$ cat src/rtl/alu_sequencer.sv
// Multi-cycle fetch/decode/execute sequencer driving an external combinational ALU.
// Holds a 4x8 register file, the program counter and the carry flag.
module alu_sequencer #(
   parameter int PC_W          = 8,
   parameter int FETCH_TIMEOUT = 15
) (
   input  logic            clk,
   input  logic            reset,
   input  logic            start,
   output logic            busy,
   output logic            halted,
   output logic            error,
   output logic            instr_req,
   output logic [PC_W-1:0] instr_addr,
   input  logic [15:0]     instr_data,
   input  logic            instr_valid,
   output logic [7:0]      alu_a,
   output logic [7:0]      alu_b,
   output logic [2:0]      alu_sel,
   input  logic [7:0]      alu_out,
   input  logic            carry_out,
   output logic            carry_flag,
   output logic [PC_W-1:0] pc,
   input  logic [1:0]      dbg_sel,
   output logic [7:0]      dbg_data
);

   localparam int TO_W = $clog2(FETCH_TIMEOUT + 1);
   localparam logic [TO_W-1:0] TO_MAX = TO_W'(FETCH_TIMEOUT);

   localparam logic [1:0] C_ALU  = 2'b00;
   localparam logic [1:0] C_LDI  = 2'b01;
   localparam logic [1:0] C_JMP  = 2'b10;
   localparam logic [1:0] C_HALT = 2'b11;

   typedef enum logic [2:0] {
      S_IDLE,
      S_FETCH,
      S_DECODE,
      S_EXEC,
      S_WB,
      S_HALTED,
      S_ERROR
   } state_t;

   state_t           state, state_nxt;
   logic [15:0]      ir;
   logic [3:0][7:0]  rf;
   logic [7:0]       res;
   logic             res_c;
   logic [TO_W-1:0]  to_cnt;

   logic [1:0] op_class;
   logic [1:0] rd, rs1, rs2;

   assign op_class = ir[15:14];
   assign rd       = ir[10:9];
   assign rs1      = ir[8:7];
   assign rs2      = ir[6:5];

   // state register
   always_ff @(posedge clk or negedge reset) begin
      if (!reset) state <= S_IDLE;
      else        state <= state_nxt;
   end

   // next-state logic
   always_comb begin
      state_nxt = state;
      case (state)
         S_IDLE, S_HALTED, S_ERROR:
            if (start) state_nxt = S_FETCH;
         S_FETCH:
            if (instr_valid)           state_nxt = S_DECODE;
            else if (to_cnt == TO_MAX) state_nxt = S_ERROR;
         S_DECODE:
            case (op_class)
               C_ALU:   state_nxt = S_EXEC;
               C_HALT:  state_nxt = S_HALTED;
               default: state_nxt = S_FETCH;
            endcase
         S_EXEC:  state_nxt = S_WB;
         S_WB:    state_nxt = S_FETCH;
         default: state_nxt = S_IDLE;
      endcase
   end

   // status outputs decoded from state
   always_comb begin
      busy      = 1'b0;
      halted    = 1'b0;
      error     = 1'b0;
      instr_req = 1'b0;
      case (state)
         S_FETCH: begin
            busy      = 1'b1;
            instr_req = 1'b1;
         end
         S_DECODE, S_EXEC, S_WB: busy = 1'b1;
         S_HALTED: halted = 1'b1;
         S_ERROR:  error  = 1'b1;
         default: ;
      endcase
   end

   assign instr_addr = pc;
   assign dbg_data   = rf[dbg_sel];

   // fetch wait counter; any non-FETCH cycle rearms it
   always_ff @(posedge clk or negedge reset) begin
      if (!reset)                              to_cnt <= '0;
      else if (state == S_FETCH && !instr_valid) to_cnt <= to_cnt + 1'b1;
      else                                     to_cnt <= '0;
   end

   // datapath: operands are driven only while in EXEC, so they default to 0 each cycle
   always_ff @(posedge clk or negedge reset) begin
      if (!reset) begin
         pc         <= '0;
         ir         <= '0;
         rf         <= '0;
         res        <= '0;
         res_c      <= 1'b0;
         carry_flag <= 1'b0;
         alu_a      <= '0;
         alu_b      <= '0;
         alu_sel    <= '0;
      end else begin
         alu_a   <= '0;
         alu_b   <= '0;
         alu_sel <= '0;
         case (state)
            S_IDLE, S_HALTED, S_ERROR:
               if (start) pc <= '0;
            S_FETCH:
               if (instr_valid) begin
                  ir <= instr_data;
                  pc <= pc + 1'b1;
               end
            S_DECODE:
               case (op_class)
                  C_ALU: begin
                     alu_a   <= rf[rs1];
                     alu_b   <= rf[rs2];
                     alu_sel <= ir[13:11];
                  end
                  C_LDI:   rf[rd] <= ir[7:0];
                  C_JMP:   pc     <= ir[PC_W-1:0];
                  default: ;
               endcase
            S_EXEC: begin
               res   <= alu_out;
               res_c <= carry_out;
            end
            S_WB: begin
               rf[rd]     <= res;
               carry_flag <= res_c;
            end
            default: ;
         endcase
      end
   end

endmodule

$ cat config.mk
export PLATFORM = sky130hd
export DESIGN_NAME = alu_sequencer
export DESIGN_NICKNAME = d
export VERILOG_FILES = /design/src/rtl/alu_sequencer.sv
export SDC_FILE = /design/constraint.sdc
export NUM_CORES = 1
export LEC_CHECK = 0
export ABC_AREA = 1
export CAP_MARGIN = 20
export CORE_UTILIZATION = 42
export DETAILED_ROUTE_END_ITERATION = 10
export PLACE_DENSITY = 0.72
export SYNTH_ARGS = -nofsm -noshare
export SYNTH_HDL_FRONTEND = slang
export SYNTH_SLANG_ARGS = --single-unit
export TNS_END_PERCENT = 30
$ cat constraint.sdc
create_clock -name clk -period 1.45 [get_ports clk]
set_input_delay 0.29 -clock clk [delete_from_list [all_inputs] [get_ports clk]]
set_output_delay 0.29 -clock clk [all_outputs]
set_load 0.01 [all_outputs]
# Word level (Yosys, flattened, before mapping)
# Cells that the tools add are included.
# Widths: inputs -> output; s select.
dict set report word_totals {
  in_bits 31
  register_bits 92
  elab_cells 81
  latch_bits 0
  n_memories 0
  romBits 0
  out_inout_bits 48
  ramBits 0
}
dict set report classes {
  n_addsub 2
  n_div 0
  reduce_logical 13
  bitwise_logic 0
  order_cmp 5
  eq_ne 15
  mul 0
  n_shift 0
  muxes 32
}
# cell n
set ops {}
lappend ops {{$mux 8} 11}
lappend ops {{$bwmux 32} 2}
lappend ops {{$pmux 32 s2} 1}
lappend ops {{$bmux 8 s2} 3}
lappend ops {{$mux 32} 1}
lappend ops {{$pmux 8 s3} 1}
lappend ops {{$demux 8 s2} 1}
lappend ops {{$mux 3} 5}
lappend ops {{$pmux 3 s5} 1}
lappend ops {{$lt 2x3->1 const B} 4}
lappend ops {{$eq 3x3->1 const B} 3}
lappend ops {{$add 8x1->8 const B} 1}
lappend ops {{$eq 3x2->1 const B} 2}
lappend ops {{$pmux 3 s2} 1}
lappend ops {{$reduce_and 2->1} 3}
lappend ops {{$add 4x1->4 const B} 1}
lappend ops {{$eq 2x2->1 const B} 2}
lappend ops {{$eq 4x4->1 const B} 1}
lappend ops {{$mux 1} 4}
lappend ops {{$mux 4} 1}
lappend ops {{$ne 2x1->1 const B} 2}
lappend ops {{$ne 2x2->1 const B} 2}
lappend ops {{$reduce_and 4->1} 1}
lappend ops {{$reduce_or 4->1} 1}
lappend ops {{11 further kinds} 12}

# Depth between registers and ports, before layout
dict set report depth {
  ltp_word 7
  ltp_mapped 8
  mapped_depth_nobuf 8
}

# Least setup slack after synthesis
# No wires, ideal clock.
dict set report synth_timing {
  path_kind {reg2reg}
  start {register state[2]}
  end {register rf[24] (netlist name)}
  t_arrival_ns 1.294
  n_path_buf 2
  setup_slack_ns 0.037
  period_less_slack_ns 1.413
  stages_incl_launch_ff 9
  setup_time_ns 0.119
  t_required_ns 1.331
  path_cell_list {dfrtp_1 -> inv_2 -> nand3_4 -> o21ai_4 -> buf_8 -> nand2_8 -> buf_8 -> nor2_2 -> a21oi_2}
}
dict set report synth_between {
  elab_chain_cells 3
  elab_cells_between_ends 6
  cone_classes {eq/ne: 3; mux: 1; reduce/logical: 2}
}
# element line_no
set synth_rtl {}
lappend synth_rtl {{start, declared} 46} ;# state_t state, state_nxt;
lappend synth_rtl {{start signal, assigned} 64} ;# else state <= state_nxt;
lappend synth_rtl {{$eq 3x2->1 / $eq 3x3->1 (equally long branches)} 132} ;# case (state)
lappend synth_rtl {{$ne 2x1->1 (no source line) / $reduce_bool 2->1 (equally long branches)} n/a}
lappend synth_rtl {{$reduce_and 2->1 (no source line)} n/a}
lappend synth_rtl {{end signal, assigned by index} 147} ;# C_LDI: rf[rd] <= ir[7:0];
lappend synth_rtl {{end signal, assigned by index} 156} ;# rf[rd] <= res;
lappend synth_rtl {{end, declared} 48} ;# logic [3:0][7:0] rf;
# Several ways; a longest one is shown, not always the timed one.
# A chain may end at the register's enable or synchronous reset.

# Worst setup path after layout
dict set report layout_timing {
  start {register state[1]}
  end {output busy}
}
dict set report layout_between {
  elab_chain_cells 3
  elab_cells_between_ends 6
  cone_classes {eq/ne: 4; mux: 1; reduce/logical: 1}
}
# element line_no
set layout_rtl {}
lappend layout_rtl {{$eq 3x1->1 (tied with other cells)} 94} ;# case (state)
lappend layout_rtl {{$reduce_or 4->1 (no source line) (*)} n/a}
lappend layout_rtl {{$mux 1 (*)} 94}
lappend layout_rtl {{end, declared} 10} ;# output logic busy,
# Mark *: on every way between the ends. The rest lies on a longest branch, timed or not.

==> flow_summary.ini <==
[setup_path]
critPathArrivalTime_ps = 1390
crit_fanout = 3
worstReg2RegEnd = rf[28]$_DFFE_PN0P_
path_class = reg2out
rr_worst_depth = 9
startpoint_type = flop
regToRegSetupSlack_ps = -180
cp-end-kind = output port
critPathRequiredTime_ps = 1160
timing.rr.start = state[2]$_DFFE_PN0P_

[timing]
post-route-period-util_pct = 116
whs_ps = 372
drv_slew = 0
setup_violations = 91
fin_ws_ps = -234
tightest_slew_ps = 689
fmax_mhz = 594
final-hold-violation-count = 0
fin_crit_ps = 1680
rsz0062_at_grt = true
tns_ps = -9310
skew_ps = 9.46
relSlewSlack_pct = 54.1

[synth]
synth_flop_cell = dfrtp_1
ys_types = 31
synth-edff-count = 0
synthCells = 577
yosysWarnings = 0
syn_nets = 610
syn_area_per_cell_um2 = 8.07
synth-seq-area-share_pct = 49.4
synth_seq_cells = 92
async_reset_ff_share_pct = 100
syn_area_mm2 = 0.00466

[clock_network]
cts_tree = built
cts_max_path_buffers = 2
htree_num_levels = 3
cts_made_buffers = 9
insertion_delay_ps = 360
clkTransAtPathRegs_ps = 90
cts_sinks = 92
cts-root-buf = clkbuf_8

[finish]
areaGrowthSynthToFinish_pct = 46.4
layout-drive-gt1-share_pct = 33.7
diodes = 0
final_common_cell = nand2_1
nNetsFinal = 773
final_cell_mix = 135 x nand2_1, 87 x dfrtp_1, 85 x buf_4, 56 x a21oi_1

[die]
io_pins = 79
die_w_um = 107
core_mm2 = 0.0108
start_util_pct = 42.9
die-area_mm2 = 0.0115
num_rows = 38
die_h_um = 107

[placement]
numPortBuffers = 78
routabilityCongestion = 0.869
dp_hpwl_um = 8590

[detailed_routing]
vias = 4692
drc = 0
drtIter0Drc = 307
routed_wl_um = 14100
drtAntennaViolNets = 0
dr.pass1.iters = 5
viasPerCell = 5.30
routedWlPerCell_um = 16.0

[grt]
grt_first_pass_wirelength_um = 22700
grt_pass1_vias = 4582
grt_overflow = 0
grt_usage_pct = 25.5
grt_max_degree = 34
antenna_found_initial = 0

[power_and_ir_drop]
power.density_mw_per_mm2 = 1930
peakVddDrop_uv = 1120
power_mw = 13.2
p_leak_nw = 3.41

[run_status]
status = finished with violations
violations = setup timing

[worst_hold_path]
timing.hold.worst.class = in2async

[job]
maxCapViolations = 0
## where the power goes
| group | leakage [nW] | switching, mW | internal, mW | total [mW] |
|---|---|---|---|---|
| sequential | 1.16 | 0.682 | 3.47 | 4.15 |
| clock | 0.100 | 0.908 | 0.844 | 1.75 |
| combinational | 2.14 | 4.11 | 3.15 | 7.26 |
## worst max path at each step
stage                         start                 end  slack, ps  depth (start not counted)
2_1_floorplan  state[2]$_DFFE_PN0P_  rf[24]$_DFFE_PN0P_         40                          8
3_3_place_gp             dbg_sel[0]         dbg_data[2]       -840                          6
3_5_place_dp             dbg_sel[0]         dbg_data[7]       -890                          6
4_1_cts        state[0]$_DFFE_PN0P_                busy       -180                          5
5_1_grt        state[0]$_DFFE_PN0P_                busy       -290                          6
6_report       state[1]$_DFFE_PN0P_                busy       -230                          6
## critical path, stage by stage, from the launching register on
cell and delay, ps:
dfrtp_1 440, buf_4 170, nand2_1 70, inv_2 50, nand2_2 80, nand4_1 80, buf_2 150
## repair_timing
item / 4_1_cts / 5_1_grt
setup endpoints to repair: 126 / 94
cloned: 3 / 0
hold buffers: 1 / 0
buffers inserted: 36 / 4
pin swaps: 21 / 8
endpoints found under the hold margin: 21 / 0
gates resized for setup: 182 / 62
## metrics by stage
stage	setup WS (ps)	cell area (um^2)	cells	util (%)
floorplan	36.9	4660	577	-
global placement	-844	5950	826	54.9
detailed placement	-886	5950	826	54.9
CTS	-183	6580	881	60.7
global route	-292	6810	885	62.9
finish	-234	6810	885	62.9
## Yosys cell counts (2+ instances only)
| library cell | number | share of area, % |
|---|---|---|
| inv_2 | 4 | 0.32 |
| buf_6 | 2 | 0.48 |
| a21oi_2 | 8 | 1.5 |
| nand3_1 | 38 | 4.1 |
| nand2_1 | 150 | 12 |
| nor2_1 | 45 | 3.6 |
| o211ai_1 | 17 | 2.7 |
| a21oi_1 | 79 | 8.5 |
| inv_1 | 46 | 3.7 |
| mux2_2 | 3 | 0.73 |
| buf_2 | 4 | 0.43 |
| nor2_2 | 6 | 0.81 |
| dfrtp_1 | 92 | 49 |
| ha_1 | 2 | 0.54 |
| buf_4 | 11 | 1.8 |
| o21ai_1 | 2 | 0.22 |
| buf_8 | 2 | 0.65 |
| clkbuf_1 | 16 | 1.3 |
| o21bai_1 | 2 | 0.32 |
| o21ai_0 | 36 | 3.9 |
| nand3_2 | 2 | 0.43 |
## registers in the layout, summed over array words and instances, names as in the netlist
name	cells
ir	16
rf	32
carry_flag	1
alu_a	8
instr_addr	8
alu_b	8
to_cnt	4
state	3
res_c	1
res	8
alu_sel	3
## kinds of logic (layout without fill, tap and decap cells)
kind of cell,after synthesis,after routing,synth area share (%)
flops,92,92,49.4
mux,3,3,0.726
xor+xnor,1,1,0.188
fa+ha+maj,2,2,0.537
simple gates,248,248,22.8
buf+inv,85,253,8.65
compound gates,146,146,17.6
## final cells by class
| type | instances | area (um^2) |
|---|---|---|
| clock buffer | 12 | 145 |
| clock inverter | 4 | 48.8 |
| fill | 889 | 4030 |
| inverter | 50 | 216 |
| multi-input combinational | 400 | 2250 |
| sequential | 92 | 2310 |
| tap | 140 | 175 |
| timing repair buffer | 185 | 1650 |
| timing repair inverter | 2 | 16.3 |
## per-layer routing
metal	share of wire [%]	vias to the layer above	track usage, %	routed length [um]
li1	-	2212	-	-
met1	42	2276	33.9	5970
met2	50	180	42.4	7040
met3	6.3	24	3.09	893
met4	1.7	0	9.88	235
met5	0	-	0	0
Power figures use the tool's default switching activity.
